File: src/rtl/mem_arb_pkg.sv
// Shared types for the two-requester memory arbiter.
//   state_e  : arbiter FSM states (IDLE, BUSY, DONE)
//   op_e     : latched memory operation (RD, WR)
//   req_id_t : requester index (0 or 1)
package mem_arb_pkg;

  typedef enum logic [1:0] {
    IDLE = 2'd0,
    BUSY = 2'd1,
    DONE = 2'd2
  } state_e;

  typedef enum logic {
    RD = 1'b0,
    WR = 1'b1
  } op_e;

  typedef logic req_id_t;

  // A requester is active when either strobe is high.
  function automatic logic has_req(input logic rd, input logic wr);
    return rd | wr;
  endfunction

  // Write wins when rd and wr are raised together.
  function automatic op_e decode_op(input logic wr);
    return wr ? WR : RD;
  endfunction

endpackage

File: src/rtl/rr_arbiter2.sv
// Two-way round-robin decision, purely combinational.
// Ports:
//   req[1:0]   : active requests (bit n = requester n)
//   last_grant : requester granted most recently
//   grant_id   : selected requester (meaningful when valid)
//   valid      : at least one request is active
module rr_arbiter2
  import mem_arb_pkg::*;
(
  input  logic [1:0] req,
  input  req_id_t    last_grant,
  output req_id_t    grant_id,
  output logic       valid
);

  // On a tie the requester not granted last time wins.
  always_comb begin
    valid    = |req;
    grant_id = 1'b0;
    case (req)
      2'b01:   grant_id = 1'b0;
      2'b10:   grant_id = 1'b1;
      2'b11:   grant_id = ~last_grant;
      default: grant_id = 1'b0;
    endcase
  end

endmodule

File: src/rtl/mem_arbiter.sv
// Round-robin arbiter sharing one main-memory port between two requesters.
// Optional watchdog: define MEM_ARB_TIMEOUT_EN to abort a BUSY phase after
// TIMEOUT_CYCLES cycles without ready_mem (ack + err pulse); otherwise the
// err outputs are tied low and BUSY waits indefinitely.
// Ports:
//   clock, reset_n                  : clock, async active-low reset
//   rd_reqN/wr_reqN/addr_reqN/wdata_reqN : requester N command
//   rdata_reqN/ack_reqN/err_reqN    : requester N response (registered)
//   rd_mem/wr_mem/addr_mem/wdata_mem: memory command (registered)
//   rdata_mem/ready_mem             : memory response
//   grant_id, busy                  : current owner, FSM not IDLE
module mem_arbiter
  import mem_arb_pkg::*;
#(
  parameter int unsigned AWIDTH         = 9,
  parameter int unsigned DWIDTH         = 8,
  parameter int unsigned TIMEOUT_CYCLES = 16
) (
  input  logic              clock,
  input  logic              reset_n,
  input  logic              rd_req0,
  input  logic              wr_req0,
  input  logic              rd_req1,
  input  logic              wr_req1,
  input  logic [AWIDTH-1:0] addr_req0,
  input  logic [AWIDTH-1:0] addr_req1,
  input  logic [DWIDTH-1:0] wdata_req0,
  input  logic [DWIDTH-1:0] wdata_req1,
  output logic [DWIDTH-1:0] rdata_req0,
  output logic [DWIDTH-1:0] rdata_req1,
  output logic              ack_req0,
  output logic              ack_req1,
  output logic              err_req0,
  output logic              err_req1,
  output logic              rd_mem,
  output logic              wr_mem,
  output logic [AWIDTH-1:0] addr_mem,
  output logic [DWIDTH-1:0] wdata_mem,
  input  logic [DWIDTH-1:0] rdata_mem,
  input  logic              ready_mem,
  output logic              grant_id,
  output logic              busy
);

  state_e              state_q, state_d;
  req_id_t             last_grant_q, last_grant_d;
  op_e                 op_q, op_d;
  req_id_t             grant_d;
  logic                busy_d, rd_mem_d, wr_mem_d;
  logic                ack0_d, ack1_d;
  logic [AWIDTH-1:0]   addr_d;
  logic [DWIDTH-1:0]   wdata_d, rdata0_d, rdata1_d;

  logic [1:0]          req_vec;
  req_id_t             arb_grant;
  logic                arb_valid;
  op_e                 sel_op;
  logic [AWIDTH-1:0]   sel_addr;
  logic [DWIDTH-1:0]   sel_wdata;

`ifdef MEM_ARB_TIMEOUT_EN
  localparam int unsigned CW = (TIMEOUT_CYCLES > 1) ? $clog2(TIMEOUT_CYCLES) : 1;
  logic [CW-1:0] cnt_q, cnt_d;
  logic          err0_d, err1_d;
`endif

  assign req_vec = {has_req(rd_req1, wr_req1), has_req(rd_req0, wr_req0)};

  rr_arbiter2 u_rr (
    .req        (req_vec),
    .last_grant (last_grant_q),
    .grant_id   (arb_grant),
    .valid      (arb_valid)
  );

  // Command of the requester the arbiter would grant this cycle.
  always_comb begin
    if (arb_grant) begin
      sel_op    = decode_op(wr_req1);
      sel_addr  = addr_req1;
      sel_wdata = wdata_req1;
    end else begin
      sel_op    = decode_op(wr_req0);
      sel_addr  = addr_req0;
      sel_wdata = wdata_req0;
    end
  end

  // Next-state and next-output logic.
  always_comb begin
    state_d      = state_q;
    last_grant_d = last_grant_q;
    op_d         = op_q;
    grant_d      = grant_id;
    rd_mem_d     = 1'b0;
    wr_mem_d     = 1'b0;
    addr_d       = addr_mem;
    wdata_d      = wdata_mem;
    ack0_d       = 1'b0;
    ack1_d       = 1'b0;
    rdata0_d     = rdata_req0;
    rdata1_d     = rdata_req1;
`ifdef MEM_ARB_TIMEOUT_EN
    cnt_d        = cnt_q;
    err0_d       = 1'b0;
    err1_d       = 1'b0;
`endif
    case (state_q)
      IDLE: begin
        if (arb_valid) begin
          state_d      = BUSY;
          grant_d      = arb_grant;
          last_grant_d = arb_grant;
          op_d         = sel_op;
          addr_d       = sel_addr;
          wdata_d      = sel_wdata;
          rd_mem_d     = (sel_op == RD);
          wr_mem_d     = (sel_op == WR);
`ifdef MEM_ARB_TIMEOUT_EN
          cnt_d        = '0;
`endif
        end
      end
      BUSY: begin
        rd_mem_d = (op_q == RD);
        wr_mem_d = (op_q == WR);
        if (ready_mem) begin
          state_d  = DONE;
          rd_mem_d = 1'b0;
          wr_mem_d = 1'b0;
          if (grant_id) begin
            ack1_d = 1'b1;
            if (op_q == RD) rdata1_d = rdata_mem;
          end else begin
            ack0_d = 1'b1;
            if (op_q == RD) rdata0_d = rdata_mem;
          end
        end
`ifdef MEM_ARB_TIMEOUT_EN
        // Watchdog abort: complete with error, read data left untouched.
        else if (cnt_q == CW'(TIMEOUT_CYCLES - 1)) begin
          state_d  = DONE;
          rd_mem_d = 1'b0;
          wr_mem_d = 1'b0;
          if (grant_id) begin
            ack1_d = 1'b1;
            err1_d = 1'b1;
          end else begin
            ack0_d = 1'b1;
            err0_d = 1'b1;
          end
        end else begin
          cnt_d = cnt_q + CW'(1);
        end
`endif
      end
      DONE:    state_d = IDLE;
      default: state_d = IDLE;
    endcase
    busy_d = (state_d != IDLE);
  end

  // State and registered outputs; reset prefers requester 0 on the first tie.
  always_ff @(posedge clock or negedge reset_n) begin
    if (!reset_n) begin
      state_q      <= IDLE;
      last_grant_q <= 1'b1;
      op_q         <= RD;
      grant_id     <= 1'b0;
      busy         <= 1'b0;
      rd_mem       <= 1'b0;
      wr_mem       <= 1'b0;
      addr_mem     <= '0;
      wdata_mem    <= '0;
      ack_req0     <= 1'b0;
      ack_req1     <= 1'b0;
      rdata_req0   <= '0;
      rdata_req1   <= '0;
    end else begin
      state_q      <= state_d;
      last_grant_q <= last_grant_d;
      op_q         <= op_d;
      grant_id     <= grant_d;
      busy         <= busy_d;
      rd_mem       <= rd_mem_d;
      wr_mem       <= wr_mem_d;
      addr_mem     <= addr_d;
      wdata_mem    <= wdata_d;
      ack_req0     <= ack0_d;
      ack_req1     <= ack1_d;
      rdata_req0   <= rdata0_d;
      rdata_req1   <= rdata1_d;
    end
  end

`ifdef MEM_ARB_TIMEOUT_EN
  // Watchdog counter and error pulses.
  always_ff @(posedge clock or negedge reset_n) begin
    if (!reset_n) begin
      cnt_q    <= '0;
      err_req0 <= 1'b0;
      err_req1 <= 1'b0;
    end else begin
      cnt_q    <= cnt_d;
      err_req0 <= err0_d;
      err_req1 <= err1_d;
    end
  end
`else
  assign err_req0 = 1'b0;
  assign err_req1 = 1'b0;
`endif

endmodule
File: config.mk
export PLATFORM = sky130hd
export DESIGN_NAME = mem_arbiter
export DESIGN_NICKNAME = d
export VERILOG_FILES = /design/src/rtl/mem_arb_pkg.sv /design/src/rtl/rr_arbiter2.sv /design/src/rtl/mem_arbiter.sv
export SDC_FILE = /design/constraint.sdc
export NUM_CORES = 1
export LEC_CHECK = 0
export ABC_AREA = 1
export CAP_MARGIN = 5
export CORE_UTILIZATION = 25
export CTS_CLUSTER_DIAMETER = 80
export DETAILED_ROUTE_END_ITERATION = 12
export GPL_TIMING_DRIVEN = 0
export PLACE_DENSITY = 0.51
export REMOVE_ABC_BUFFERS = 1
export SKIP_CTS_REPAIR_TIMING = 1
export SLEW_MARGIN = 20
export SYNTH_ARGS = -nofsm -noshare
export SYNTH_HDL_FRONTEND = slang
export SYNTH_SLANG_ARGS = --single-unit
File: constraint.sdc
create_clock -name clock -period 1.93 [get_ports clock]
set_clock_uncertainty 0.05 [all_clocks]
set_input_delay 0.193 -clock clock [delete_from_list [all_inputs] [get_ports clock]]
set_output_delay 0.193 -clock clock [all_outputs]
set_load 0.05 [all_outputs]
; Word-level counts from Yosys, hierarchy flattened
; Index checks and enable logic that the tools add are counted.
[word_totals]
output_inout_bits = 41
wordCells = 49
register_bits = 43
inputBits = 49
[op_classes]
reduce_logical = 6
eq_ne = 3
bitwise_logic = 6
muxes = 21
[op_table]
columns = operator, count
row1 = $mux 1, 13
row2 = $mux 9, 1
row3 = $mux 8, 1
row4 = $reduce_and 4->1, 2
row5 = $pmux 1 s2, 3
row6 = $eq 2x2->1 const B, 2
row7 = $mux 2, 2
row8 = $not 1->1, 4
row9 = $pmux 2 s2, 1
row10 = $eq 2x1->1 const B, 1
row11 = $logic_not 2->1, 1
row12 = $or 1x1->1, 2
row13 = $reduce_and 2->1, 1
row14 = $reduce_bool 2->1, 1
row15 = $reduce_or 2->1, 1

; Longest topological paths before layout
[depth]
ltp_word = 7
depth_mapped = 7
depth_no_buf = 7

; Cells and area by module
; From an unflattened synthesis, not the netlist that was laid out.
[unflattened]
hier_cells = 244
hier_area_um2 = 2038.2
[by_module_without_submodules]
columns = module, n_inst, seq_area_each_um2, cells_per_inst, area_each_um2
row1 = mem_arbiter, 1, 1077.3, 241, 2023.2
row2 = rr_arbiter2, 1, 0.0, 3, 15.0

; Worst setup path before layout
; Ideal clock, no wire load.
[synth_path]
kind = register to register
startpoint = reg grant_id
endpoint = reg rdata_req1[6]
arrival_time_ns = 1.319
setup_ns = 0.120
period_less_slack_ns = 1.488
path_slack_ns = 0.442
stages_incl_launch_ff = 7
required_ns = 1.760
path_cell_list = dfrtp_1 nand2_1 nor2_2 nand2_2 buf_6 nand2_1 o21ai_2
[synth_via]
elab_chain_len = 1
[synth_rtl]
columns = element, line_no
row1 = from (decl), mem_arbiter.sv:41  ; output logic grant_id,
row2 = from (signal assigned), mem_arbiter.sv:183  ; grant_id <= grant_d;
row3 = $reduce_and 4->1 (no source line), --
row4 = to (signal assigned), mem_arbiter.sv:192  ; rdata_req1 <= rdata1_d;
row5 = to (decl), mem_arbiter.sv:30  ; output logic [DWIDTH-1:0] rdata_req1,
; No other way between the ends.
; A chain may end at the register's enable or synchronous reset.

; Final worst setup path
[layout_path]
startpoint = reg grant_id
endpoint = out grant_id
; No word-level cell between the ends.

==> results.md <==
- CP bufs+invs: 1
- Flops & latches, synth: 43
- Final TNS setup: 0 ns
- Power per cell area: 1760 nW/um2
- Netlist cell types: 18
- Clock Pin Slew Worst Setup and Hold Paths: 0.08 ns
- Row count: 32
- Share of post-route cells with drive strength above 1: 12.4%
- Drt via density: 4.24
- Register area: 1080 um2
- # IOs: 90
- Total power: 5.49 mW
- Max-Cap Viols: 0
- Crit Path Class: reg -> out
- Slowest CP cell: clkdlybuf4s50_1
- Setup ws final: 0.0795 ns
- Die Footprint: 8630 um2
- Most frequent cell after synthesis: nand2_1
- DRC viols: 0
- Worst Path Required: 1.69 ns
- Util after Layout: 39.7%
- Layout fillers: 820
- Critical path cell sequence: clkdlybuf4s50_1
- Hold/Removal Path Class: in -> async
- Area leader, netlist: dfrtp_1
- CP Max Fanout: 4
- Startpoint Class: register
- Die Span Y: 92.9 um
- Peak VDD IR: 0.738 mV
- Slew Limit Fails: 0
- Avg Cell Area, Syn: 8.75 um2
- First-pass DRT Iterations: 4
- Initial antenna violation count: 0
- DRT iter0 DRCs: 62
- Total global routing overflow: 0
- Final ANT Viol Nets: 0
- Cell family with most CP delay: buffers and inverters
- Htree depth: 2
- Final setup viols: 0
- Most used DFF post-synth: dfrtp_1
- CTS max path bufs: 2
- Routed length per instance: 12.6 um
- Multi-input logic area: 798 um2
- CTS tree: yes
- Period utilization: 95.9%
- Sequential area share after synthesis: 52.2%
- Core ar.: 7850 um2
- Clk_lat worst skew: 0.29 ns
- Hpwl dp: 3.66 mm
- Post-synth EDFFs: 0
- PortBufs: 87
- Area growth, synth to finish: 51.0%
- First-pass GRT wire length: 8.75 mm
- Hold Fails Final Rpt: 0
- Pin count of the biggest net entering global routing: 27
- RSZ-0062 raised after global routing: no
- Nets: 371
- Via count: 1800
- Cell count after synthesis: 236
- Ys Warns: 0
- CTS Buf Count: 5
- Worst rel slew slack: 57.2%
- Antenna diodes: 0
- Syn Std Cell Area: 2070 um2
- Least-Margin Pin Slew: 0.640 ns
- Setup crit end kind: output port
- Status: completed
- Clock Sink Count: 43
- Pleak: 1.48 nW
- Clock Tree Root: clkbuf_8
- Slowest stage delay, CP: 0.84 ns
- Worst slack, placed: -0.707 ns
- Final wirelength: 5.35 mm
- Vias in the first global route: 1701
- Commonest cells post-synth: nand2_1 (81), dfrtp_1 (42), inv_1 (29)
- Critical path arrival: 1.61 ns
- Fmax: 540 MHz
- Asr flop ratio synth: 100%
- Minimum clock period after layout: 1.85 ns
- Area contributors post-synth: dfrtp_1 (51%), nand2_1 (15%), o21ai_2 (7.2%)
- WHS: 0.401 ns
- Routability cong.: 0.648
- Yosys top cell area share: 50.9%
- GR Util All Layers: 13.1%
- Die width: 92.9 um
- Initial Utilization: 26.3%
[state kept, by name, summed over array words and instances (netlist names)]
name	flops
ack_req0	1
ack_req1	1
addr_mem	9
busy	1
grant_id	1
last_grant_q	1
op_q	1
rd_mem	1
rdata_req0	8
rdata_req1	8
state_q	2
wdata_mem	8
wr_mem	1
[through the flow]
stage / std cells / instance area (um2)
2_1_floorplan: 225 / 1980
3_3_place_gp: 414 / 2980
3_5_place_dp: 415 / 3000
4_1_cts: 423 / 3080
5_1_grt: 425 / 3120
6_report: 425 / 3120
[where the power goes]
group          switching [mW]  total (mW)  internal [mW]  leakage (nW)
registers               0.230        1.56           1.33         0.531
logic                    2.29        3.37           1.08         0.908
clock network           0.311       0.565          0.253        0.0412
[layout make-up]
cell class                      count  share of cell area (%)
Multi-Input combinational cell    151                    25.6
Clock buffer                        6                    2.33
Inverter                           31                    3.85
Timing Repair Buffer               89                    29.0
Sequential cell                    43                    34.5
Clock inverter                      2                   0.401
Tap cell                          102                    4.09
Timing Repair inverter              1                   0.241
[worst paths after layout]
check                      cells after the start         from             to  slack [ns]
setup reg to reg                               5   state_q[0]    addr_mem[6]        0.50
max in group asynchronous                      3      reset_n   wdata_mem[4]        0.91
min in group clock                             2  addr_mem[5]    addr_mem[5]        0.43
setup / recovery                               1     grant_id       grant_id        0.08
hold / removal                                 2      reset_n  rdata_req0[1]        0.40
hold reg to reg                                2  addr_mem[5]    addr_mem[5]        0.43
[cells in the final DEF (no fill, tap or decap)]
master	n
clkbuf_1	1
nand2_2	4
clkdlybuf4s50_1	86
inv_1	28
o21ai_2	16
nor3_4	1
dlygate4sd3_1	1
dfstp_2	1
clkbuf_8	5
inv_2	2
nand3_1	21
nor2_1	4
conb_1	2
nand2_1	80
clkinv_2	1
dfrtp_1	42
buf_2	1
o21ai_4	1
nor2_2	1
nand2_4	3
o21ai_0	1
nand3b_1	17
clkinvlp_4	3
buf_16	1
[kinds of logic (layout without fill, tap and decap cells)]
kind of cell	after synthesis	in the layout	synth area share (%)
DFF	43	43	52.2
and+or+nand+nor	131	131	30.1
other	1	2	0.182
AOI/OAI and AO/OA	18	18	7.45
buffers and inverters	43	129	10.1
[routing by layer]
layer	up-vias	wire length, um	global-route usage, %
li1	898	-	-
met1	838	2490	17.9
met2	59	2470	20.5
met3	5	340	3.45
met4	0	59	3.46
met5	-	0	0
Power figures use the tool's default switching activity.
